[src/rtl/dlx_hazard_ctrl.sv]
// -----------------------------------------------------------------------------
// dlx_hazard_ctrl
//   Pipeline hazard sequencer for the 5-stage DLX core. It looks at the
//   instruction in IF and the instruction held in IF/ID, and drives the
//   pipeline register write-enables. It handles three hazards:
//     * load-use   : hold PC and IF/ID, inject LU_STALL_CYCLES bubbles into ID/EX
//     * branch     : flush IF/ID when a branch resolves taken
//     * memory wait: freeze the whole pipeline while data memory is busy
//
//   Optional feature macro: HAZARD_PERF_CNT_EN
//     defined   -> bubble_cnt is a saturating 16-bit count of injected bubbles
//     undefined -> no counter flops, bubble_cnt is tied to zero
//
// Parameters
//   LU_STALL_CYCLES  bubbles per load-use hazard (legal range 1..7)
//   LW_OPCODE        opcode that creates a load-use hazard
//
// Ports
//   clk, rst_n       clock (rising edge), asynchronous active-low reset
//   if_opcode/rs/rt  fields of the instruction in IF
//   id_opcode/id_rt  opcode and load destination held in IF/ID
//   br_taken         branch resolved taken this cycle
//   mem_busy         data memory not ready, whole pipeline holds
//   pc_we, ifid_we   PC and IF/ID write enables
//   pipe_we          ID/EX, EX/MEM, MEM/WB write enable
//   idex_bubble      load a NOP into ID/EX
//   ifid_flush       load a NOP into IF/ID
//   stall_id         idex_bubble delayed one cycle (lines up with EX)
//   bubble_cnt       bubble counter (zero when the feature is not built)
//
// Handshake note: there is no valid/ready pair here; mem_busy acts as a
// level "not ready" from data memory and every enable is combinational from
// the current state and inputs, so a hold takes effect in the detecting cycle.
// -----------------------------------------------------------------------------
module dlx_hazard_ctrl #(
    parameter int unsigned LU_STALL_CYCLES = 1,
    parameter logic [5:0]  LW_OPCODE       = 6'b100011
) (
    input  logic        clk,
    input  logic        rst_n,
    input  logic [5:0]  if_opcode,
    input  logic [4:0]  if_rs,
    input  logic [4:0]  if_rt,
    input  logic [5:0]  id_opcode,
    input  logic [4:0]  id_rt,
    input  logic        br_taken,
    input  logic        mem_busy,
    output logic        pc_we,
    output logic        ifid_we,
    output logic        pipe_we,
    output logic        idex_bubble,
    output logic        ifid_flush,
    output logic        stall_id,
    output logic [15:0] bubble_cnt
);

    typedef enum logic [1:0] {
        ST_RUN      = 2'd0,
        ST_STALL    = 2'd1,
        ST_MEM_WAIT = 2'd2
    } state_t;

    // Remaining bubbles after the first one, loaded on entry to STALL.
    localparam logic [2:0] LU_RELOAD = 3'(LU_STALL_CYCLES - 1);

    state_t     state, state_nx;
    logic [2:0] cnt, cnt_nx;
    logic       rt_is_src;
    logic       load_use;
    logic       pc_we_c, ifid_we_c, pipe_we_c, bubble_c, flush_c;

    // rt is a source operand only for R-type, beq, bne and sw; for other
    // opcodes (e.g. lw) it is a destination and cannot cause a hazard.
    always_comb begin
        rt_is_src = (if_opcode == 6'b000000) || (if_opcode == 6'b000100) ||
                    (if_opcode == 6'b000101) || (if_opcode == 6'b101011);
        load_use  = (id_opcode == LW_OPCODE) && (id_rt != 5'd0) &&
                    ((if_rs == id_rt) || (rt_is_src && (if_rt == id_rt)));
    end

    always_comb begin
        pc_we_c   = 1'b0;
        ifid_we_c = 1'b0;
        pipe_we_c = 1'b0;
        bubble_c  = 1'b0;
        flush_c   = 1'b0;
        state_nx  = state;
        cnt_nx    = cnt;
        case (state)
            ST_RUN: begin
                if (mem_busy) begin
                    state_nx = ST_MEM_WAIT;
                end else if (br_taken) begin
                    pc_we_c   = 1'b1;
                    ifid_we_c = 1'b1;
                    pipe_we_c = 1'b1;
                    flush_c   = 1'b1;
                end else if (load_use) begin
                    pipe_we_c = 1'b1;
                    bubble_c  = 1'b1;
                    if (LU_STALL_CYCLES > 1) begin
                        state_nx = ST_STALL;
                        cnt_nx   = LU_RELOAD;
                    end
                end else begin
                    pc_we_c   = 1'b1;
                    ifid_we_c = 1'b1;
                    pipe_we_c = 1'b1;
                end
            end
            ST_STALL: begin
                // A busy memory freezes the stall in place; it resumes
                // without a release cycle because state stays STALL.
                if (mem_busy) begin
                    state_nx = ST_STALL;
                end else if (br_taken) begin
                    // The flush kills the dependent instruction, so the
                    // remaining bubbles are dropped.
                    pc_we_c   = 1'b1;
                    ifid_we_c = 1'b1;
                    pipe_we_c = 1'b1;
                    flush_c   = 1'b1;
                    state_nx  = ST_RUN;
                    cnt_nx    = 3'd0;
                end else begin
                    pipe_we_c = 1'b1;
                    bubble_c  = 1'b1;
                    cnt_nx    = cnt - 3'd1;
                    if (cnt == 3'd1) begin
                        state_nx = ST_RUN;
                    end
                end
            end
            ST_MEM_WAIT: begin
                // Full freeze including the release cycle.
                if (!mem_busy) begin
                    state_nx = ST_RUN;
                end
            end
            default: begin
                state_nx = ST_RUN;
                cnt_nx   = 3'd0;
            end
        endcase
    end

    // Enables are forced low for as long as reset is held.
    assign pc_we       = rst_n & pc_we_c;
    assign ifid_we     = rst_n & ifid_we_c;
    assign pipe_we     = rst_n & pipe_we_c;
    assign idex_bubble = rst_n & bubble_c;
    assign ifid_flush  = rst_n & flush_c;

    always_ff @(posedge clk or negedge rst_n) begin
        if (!rst_n) begin
            state    <= ST_RUN;
            cnt      <= 3'd0;
            stall_id <= 1'b0;
        end else begin
            state    <= state_nx;
            cnt      <= cnt_nx;
            stall_id <= idex_bubble;
        end
    end

`ifdef HAZARD_PERF_CNT_EN
    logic [15:0] bubble_cnt_q;

    always_ff @(posedge clk or negedge rst_n) begin
        if (!rst_n) begin
            bubble_cnt_q <= 16'h0000;
        end else if (idex_bubble && (bubble_cnt_q != 16'hFFFF)) begin
            bubble_cnt_q <= bubble_cnt_q + 16'd1;
        end
    end

    assign bubble_cnt = bubble_cnt_q;
`else
    assign bubble_cnt = 16'h0000;
`endif

endmodule

[config.mk]
export PLATFORM = sky130hd
export DESIGN_NAME = dlx_hazard_ctrl
export DESIGN_NICKNAME = d
export VERILOG_FILES = /design/src/rtl/dlx_hazard_ctrl.sv
export SDC_FILE = /design/constraint.sdc
export NUM_CORES = 1
export LEC_CHECK = 0
export BUFFER_PORTS_ARGS = -buffer_cell sky130_fd_sc_hd__buf_4
export CAP_MARGIN = 20
export CORE_MARGIN = 5
export CORE_UTILIZATION = 30
export DETAILED_ROUTE_END_ITERATION = 6
export PLACE_DENSITY = 0.69
export SYNTH_ARGS = -nofsm -noshare
export SYNTH_HDL_FRONTEND = slang
export SYNTH_SLANG_ARGS = --single-unit
[constraint.sdc]
create_clock -name clk -period 4.5 [get_ports clk]
set_clock_uncertainty 0.1 [all_clocks]
set_input_delay 1.125 -clock clk [delete_from_list [all_inputs] [get_ports clk]]
set_output_delay 1.125 -clock clk [all_outputs]
set_load 0.02 [all_outputs]
==> results of run 1 <==
-- metal layers --
layer | up-vias | global-route usage [%]
li1 | 307 | -
met1 | 275 | 11.1
met2 | 27 | 15.7
met3 | 4 | 2.26
met4 | 0 | 5.96
met5 | - | 0
-- logic make-up after synthesis --
logic type      Yosys count  share of synthesized area, %
other cells               1                         0.565
compound gates           14                          16.6
simple gates             22                          21.7
flops                     6                          22.6
xor+xnor                 10                          13.2
buf+inv                  21                          21.5
fa+ha+maj                 2                          3.77
-- power groups by stage --
stage	sequential, W	clock (W)	combinational, W
floorplan	0.0000559	0	0.0000409
global placement	0.0000562	0	0.0000584
detailed placement	0.0000562	0	0.0000595
CTS	0.0000553	0.0000510	0.0000596
global route	0.0000555	0.0000521	0.0000647
finish	0.0000553	0.0000492	0.0000591
-- per-stage QoR --
stage | hold slack, ps | total power [W] | setup slack [ps] | std cells
after floorplan | 379 | 0.0000969 | 609 | 91
after global placement | 401 | 0.000115 | 768 | 138
after detailed placement | 427 | 0.000116 | 743 | 138
after CTS | 434 | 0.000166 | 739 | 141
after global routing | 453 | 0.000172 | 688 | 141
final | 430 | 0.000164 | 746 | 141
-- how the worst min path moves through the flow --
| stage | endpoint | depth (start not counted) |
|---|---|---|
| 2_1_floorplan | cnt[0] | 1 |
| 3_3_place_gp | cnt[0] | 1 |
| 3_5_place_dp | cnt[0] | 1 |
| 4_1_cts | cnt[0] | 1 |
| 5_1_grt | cnt[0] | 1 |
| 6_report | cnt[0] | 1 |
-- state kept, by name, summed over array words and instances, names as in the netlist --
signal,cells
stall_id,1
state,2
cnt,3
-- worst reg2reg max path: stages, from the launching register on --
cell,delay (ps)
dfrtp_1,460
nor4b_1,360
o211ai_1,180
nand2_1,100
o211a_1,170
-- layout by cell type (no fill, tap or decap), drive strengths merged, types with 2 or more instances in the layout --
cell    synthesis  final
nand2b          2      2
ha              2      2
o21ai           2      2
nor3b           2      2
inv             4      4
or4             2      2
nand4           2      2
dfrtp           6      6
conb            1     16
nand2           3      3
o22ai           2      2
a21oi           4      4
xor2            3      3
o31ai           3      3
and2            2      2
buf            17     36
clkbuf          0      3
nor2            3      3
xnor2           7      7
-- final cells by class --
type                            instances  area [µm²]
Clock buffer                            3        22.5
Fill cell                             224        1250
Inverter                                4        15.0
Multi-Input combinational cell         64         427
Sequential cell                         6         150
Tap cell                               28        35.0
Timing Repair Buffer                   36         270
==> results.toml, run 1 <==
[global_routing]
grt-ovfl-total = 0
grt_max_degree = 10
grt_pass1_vias = 618
grt_first_pass_wirelength_um = 2510
antenna_found_initial = 0
grtUsageTotal_pct = 9.54

[yosys]
synth_cell_type_count = 29
ys_top_cells_by_count = "17 x buf_4, 7 x xnor2_1, 6 x dfrtp_1"
avgSynthCellArea_um2 = 8.73
syn_area_um2 = 663
synth.most_common_cell = "buf_4"
synth_top_area_share_pct = 22.6
synth_area_leader_cell = "dfrtp_1"
syn-instance-count = 76
synth.ff_latch_count = 6
synth_ff_type = "dfrtp_1"
synth_edf_count = 0
yosysWarnings = 0
ys_async_sr_fraction_pct = 100
ys_top_cells_by_area = "dfrtp_1 23%, buf_4 19%, xnor2_1 9.2%"
seq_area_frac_synth_pct = 22.6

[clock_network]
post_cts_resized = 0
cts_tree = "yes"
path_clk_slew_ps = 40
cts_buffers = 3
cts_buffer_depth = 2
cts_root_buf = "clkbuf_4"
clkLatencyLatePin_ps = 240
cts.sink_count = 6
cts_max_level = 1
holdBufCountCts = 0
postCtsSetupBuffers = 0

[setup_path]
crit_chain = "buf_4, nor2b_1, or4_4, a2111oi_4, o211a_1, buf_4"
max_stage_delay_ps = 430
r2r_start = "state[0]"
reg2reg_depth = 4
crit_path_start_kind = "input port"
worstPathMaxFanout = 2
setup.worst_path.start = "if_opcode[0]"
crit_top_cell = "buf_4"
crit_type = "input port to output port"
crit_slowest_cell = "or4_4"
cp_top_family = "compound AO/OA/AOI/OAI gates"
path_depth = 6
worst_ep_arrival_time_ps = 2530
crit_path_end_kind = "output port"
path_buf_inv = 2
crit_end = "idex_bubble"
reg2reg_slack_ps = 3050
required_ps = 3270
r2r_end = "stall_id"

[drt]
wl_met3_um = 138
drtAntennaViolNets = 0
via_per_inst = 4.35
vias = 613
dr.pass1.iters = 4
drc = 0
routed_wl_um = 1530
wl_met1_um = 560
met2_length_um = 799
maxUsedRoutingLayer = "met4"
drtIter0Drc = 10
wl_per_cell_um = 10.8

[power_and_ir_drop]
power_density_nw_per_um2 = 178
irDropWorstVdd_mv = 0.0685
pwr-share-comb_pct = 36.1
p_int_w = 0.000113
sequentialPowerShare_pct = 33.8
clockPowerShare_pct = 30.1
p_leak_nw = 0.464
switching_share_pct = 31.0
power_switching_w = 0.0000507

[finish]
antennaDiodeCount = 0
layout-drive-gt1-share_pct = 37.2
finish.utilization_pct = 42.4
nets = 148
final_area_um2 = 920
area_delta_synth_final_pct = 38.7

[floorplan]
rows = 17
fp.dieArea_um2 = 3250
start_util_pct = 30.6
core_um2 = 2170
die_y_um = 57.0
io_pins = 53
die_x_um = 57.0

[sta]
finalSetupViolCount = 0
setup_tns_ps = 0
timing.final.crit_share_pct = 83.4
slew_viol_final = 0
timing.fmax_ghz = 0.266
post-route-min-period_ps = 3750
rsz0062_at_grt = "no"
hold_viol = 0

[placement]
post-dp-hpwl_um = 1370
dpl_cell_area_um2 = 897
place_congestion = 0.701
numPortBuffers = 36

[run_status]
status = "complete, no violations"

[hold_path]
hp-class = "flip-flop to flip-flop"
min_from = "cnt[0]"

[run]
cap_violations = 0
(Power assumes the default switching activity.)
==> run 2, diff against run 1 <==
Settings changed: PLACE_DENSITY 0.69 to 0.72.
Clock period 4.5 ns to 3.4 ns, I/O delays scaled along.
==> run 2 against run 1 <==
Effect of this change: power increased by 35%; core utilization increased by 0.35 points; routed wire length rose by 9.3%; critical path depth is the same; non-clock buffer count grew 1; clock-buffer cell count is the same; sequential power is 32% higher; die area is the same; worst hold slack lost 130 ps; register-to-register slack worse by 1100 ps.
==> results.toml, run 2 (same netlist as run 1, synthesis figures left out) <==
[run_status]
status = "complete, no violations"

[power_and_ir_drop]
switching_share_pct = 32.0
power_switching_w = 0.0000708
irDropWorstVdd_mv = 0.148
pwr-share-comb_pct = 36.4
sequentialPowerShare_pct = 33.1
power_density_nw_per_um2 = 238
p_int_w = 0.000150
p_leak_nw = 0.469
clockPowerShare_pct = 30.4

[drt]
via_per_inst = 4.51
routed_wl_um = 1670
drtAntennaViolNets = 0
vias = 640
wl_per_cell_um = 11.7
dr.pass1.iters = 4
drc = 0
drtIter0Drc = 9

[sta]
timing.fmax_ghz = 0.312
finalSetupViolCount = 0
rsz0062_at_grt = "no"
slew_viol_final = 0
holdWs_ps = 305
post-route-min-period_ps = 3210
timing.final.crit_share_pct = 94.3
setup_tns_ps = 0
hold_viol = 0

[finish]
final_common_cell = "buf_4"
final_cell_mix = "37 x buf_4, 16 x conb_1, 7 x xnor2_1"
nets = 149
largest_reg_flops = 3
antennaDiodeCount = 0
layout-drive-gt1-share_pct = 37.7
top_register = "cnt"
reg_top3 = "cnt x3, state x2, stall_id x1"
area_delta_synth_final_pct = 39.8

[setup_path]
reg2reg_slack_ps = 1970
crit_path_start_kind = "input port"
r2r_start = "state[0]"
r2r_end = "stall_id"
crit_type = "input port to output port"
required_ps = 2450
worst_ep_arrival_time_ps = 2260
reg2reg_depth = 4
worstPathMaxFanout = 2
crit_path_end_kind = "output port"

[run]
cap_violations = 0

[floorplan]
fp.dieArea_um2 = 3250
start_util_pct = 30.6
core_um2 = 2170
die_y_um = 57.0
io_pins = 53
die_x_um = 57.0
rows = 17

[hold_path]
hp-class = "input port to asynchronous set/reset pin"

[global_routing]
grt-ovfl-total = 0
grt_max_degree = 10
grt_pass1_vias = 677
grt_first_pass_wirelength_um = 2670
antenna_found_initial = 0
grtUsageTotal_pct = 10.5

[clock_network]
cts_buffer_depth = 2
cts.sink_count = 6
holdBufCountCts = 0
path_clk_slew_ps = 50
clkLatencyLatePin_ps = 250
cts_buffers = 3
cts_root_buf = "clkbuf_4"
post_cts_resized = 0
cts_max_level = 1
postCtsSetupBuffers = 0
cts_tree = "yes"

[placement]
numPortBuffers = 36
post-dp-hpwl_um = 1440
place_congestion = 0.710
## run 2: worst max path at each step
stage | start | end | cells past startpoint | slack (ps)
6_report | if_opcode[0] | idex_bubble | 6 | 190
5_1_grt | if_opcode[0] | idex_bubble | 6 | 130
4_1_cts | if_opcode[0] | idex_bubble | 6 | 190
3_5_place_dp | if_opcode[0] | idex_bubble | 6 | 200
3_3_place_gp | if_opcode[0] | idex_bubble | 6 | 210
2_1_floorplan | rst_n | pc_we | 5 | 60
## run 2: layout make-up
| class | instances | area (µm²) |
|---|---|---|
| fillers | 229 | 1240 |
| multi-input cells | 64 | 427 |
| well taps | 28 | 35.0 |
| repair buffers | 37 | 278 |
| clock buffers | 3 | 22.5 |
| flip-flops and latches | 6 | 150 |
| inverters | 4 | 15.0 |
## run 2: critical path: stages
cell and delay [ps]:
buf_4 100, nor2b_1 130, or4_4 430, a2111oi_4 370, o211a_1 220, buf_4 150
## run 2: power groups by stage
stage | clock network (W) | registers [W] | logic (W)
after global placement | 0 | 0.0000742 | 0.0000778
after detailed placement | 0 | 0.0000742 | 0.0000800
final | 0.0000672 | 0.0000732 | 0.0000805
after floorplan | 0 | 0.0000740 | 0.0000542
after global routing | 0.0000741 | 0.0000732 | 0.0000871
after CTS | 0.0000691 | 0.0000731 | 0.0000808
## run 2: metrics by stage
step	instances	setup slack, ps	power [W]	util (%)	area, µm²
6_report	142	195	0.000221	42.7	927
5_1_grt	142	132	0.000234	42.7	927
4_1_cts	142	191	0.000223	42.7	927
3_5_place_dp	139	197	0.000154	41.7	905
3_3_place_gp	139	213	0.000152	41.7	905
2_1_floorplan	91	59.4	0.000128	-	719
## run 2: metal layers
metal	part of all wire (%)	wire length [µm]	global-route usage, %	vias up
met5	0	0	0	-
met4	2.2	36	6.29	0
met3	12	196	3.17	6
met2	53	885	18.8	40
met1	33	549	10.6	282
li1	-	-	-	312
==> run 3, diff against run 2 <==
Settings changed: CELL_PAD_IN_SITES_DETAIL_PLACEMENT set to 0, CELL_PAD_IN_SITES_GLOBAL_PLACEMENT set to 2, CORE_UTILIZATION 30 to 17, PLACE_DENSITY 0.72 to 0.78.
==> run 3 against run 2 <==
Effect of this change: die area up 61%; sequential power about the same; routed wire length down 2.1%.
==> results.toml, run 3 (same netlist as run 1, synthesis figures left out) <==
[floorplan]
start_util_pct = 17.8
fp.dieArea_um2 = 5250
io_pins = 53
die_x_um = 72.5
rows = 22
core_um2 = 3720
die_y_um = 72.5

[sta]
fin_ws_ps = 198
holdWs_ps = 335
finalSetupViolCount = 0
setup_tns_ps = 0
slew_viol_final = 0
timing.fmax_ghz = 0.312
timing.final.crit_share_pct = 94.2
post-route-min-period_ps = 3200
hold_viol = 0
rsz0062_at_grt = "no"

[setup_path]
r2r_end = "cnt[1]"
crit_type = "input port to output port"
crit_path_start_kind = "input port"
worstPathMaxFanout = 2
crit_chain = "buf_4, nor2b_1, or4_4, a2111oi_4, o211a_1, buf_4"
crit_top_cell = "buf_4"
worst_ep_arrival_time_ps = 2250
r2r_start = "state[0]"
reg2reg_depth = 4
crit_path_end_kind = "output port"
crit_end = "idex_bubble"
setup.worst_path.start = "if_opcode[0]"
reg2reg_slack_ps = 1990
crit_slowest_cell = "or4_4"
max_stage_delay_ps = 430
required_ps = 2450

[power_and_ir_drop]
p_int_w = 0.000186
irDropWorstVdd_mv = 0.0856
switching_share_pct = 27.0
power_switching_w = 0.0000689
sequentialPowerShare_pct = 28.8
clockPowerShare_pct = 40.2
pwr-share-comb_pct = 31.0
power_density_nw_per_um2 = 263
p_leak_nw = 0.477
total_power_w = 0.000255

[hold_path]
hp-class = "input port to asynchronous set/reset pin"

[drt]
routed_wl_um = 1630
drc = 0
vias = 602
drtIter0Drc = 6
drtAntennaViolNets = 0
wl_per_cell_um = 10.1
via_per_inst = 3.72
dr.pass1.iters = 3

[clock_network]
cts_buffers = 3
cts_tree = "yes"
holdBufCountCts = 0
path_clk_slew_ps = 30
cts_root_buf = "clkbuf_8"
cts_buffer_depth = 2
post_cts_resized = 0
clkLatencyLatePin_ps = 220
cts.sink_count = 6
cts_max_level = 1
postCtsSetupBuffers = 0

[placement]
place_congestion = 0.684
dpl_cell_area_um2 = 930
pre_cts_slack_ps = 188
numPortBuffers = 36
post-dp-hpwl_um = 1490

[finish]
nets = 149
layout-drive-gt1-share_pct = 37.7
area_delta_synth_final_pct = 46.4
largest_reg_flops = 3
final_area_um2 = 971
final_cell_mix = "37 x buf_4, 16 x conb_1, 7 x xnor2_1"
antennaDiodeCount = 0
top_register = "cnt"
reg_top3 = "cnt x3, state x2, stall_id x1"
final_common_cell = "buf_4"

[global_routing]
grtUsageTotal_pct = 6.61
grt_first_pass_wirelength_um = 2650
grt_pass1_vias = 631
grt-ovfl-total = 0
grt_max_degree = 10
antenna_found_initial = 0

[run_status]
status = "complete, no violations"

[run]
cap_violations = 0
-- run 3: critical path: cells and delay by family --
family,cells,cell delay (ps)
AO/OA/AOI/OAI,2,590
buffers and inverters,2,240
AND/OR/NAND/NOR,2,560
-- run 3: metrics by stage --
stage / std cells / util, %
6_report: 162 / 26.1
4_1_cts: 162 / 26.1
3_5_place_dp: 159 / 25.0
2_1_floorplan: 91 / -
3_3_place_gp: 159 / 25.0
5_1_grt: 162 / 26.1
-- run 3: worst min path at each step --
stage                      start     end  slack (ps)
after floorplan           cnt[0]  cnt[0]         380
after global placement    cnt[0]  cnt[0]         410
after detailed placement  cnt[0]  cnt[0]         420
after CTS                  rst_n  cnt[1]         330
after global routing       rst_n  cnt[1]         330
final                      rst_n  cnt[1]         330
-- run 3: final cells by class --
cell class / count / area [µm²]
Fill cell: 410 / 2750
Timing Repair Buffer: 37 / 278
Multi-Input combinational cell: 64 / 427
Sequential cell: 6 / 150
Tap cell: 48 / 60.1
Inverter: 4 / 15.0
Clock buffer: 3 / 41.3
-- run 3: power groups by stage --
| stage | clock network (W) | registers (W) | logic [W] |
|---|---|---|---|
| 6_report | 0.000103 | 0.0000735 | 0.0000790 |
| 5_1_grt | 0.000113 | 0.0000735 | 0.0000873 |
| 4_1_cts | 0.000108 | 0.0000734 | 0.0000797 |
| 3_5_place_dp | 0 | 0.0000742 | 0.0000796 |
| 3_3_place_gp | 0 | 0.0000743 | 0.0000783 |
| 2_1_floorplan | 0 | 0.0000740 | 0.0000542 |
-- run 3: layer usage --
metal  vias up  wire, µm  track usage (%)
li1        309         -                -
met1       255       654             7.50
met2        36       783             10.3
met3         2       166             2.08
met4         0        27             4.92
met5         -         0                0
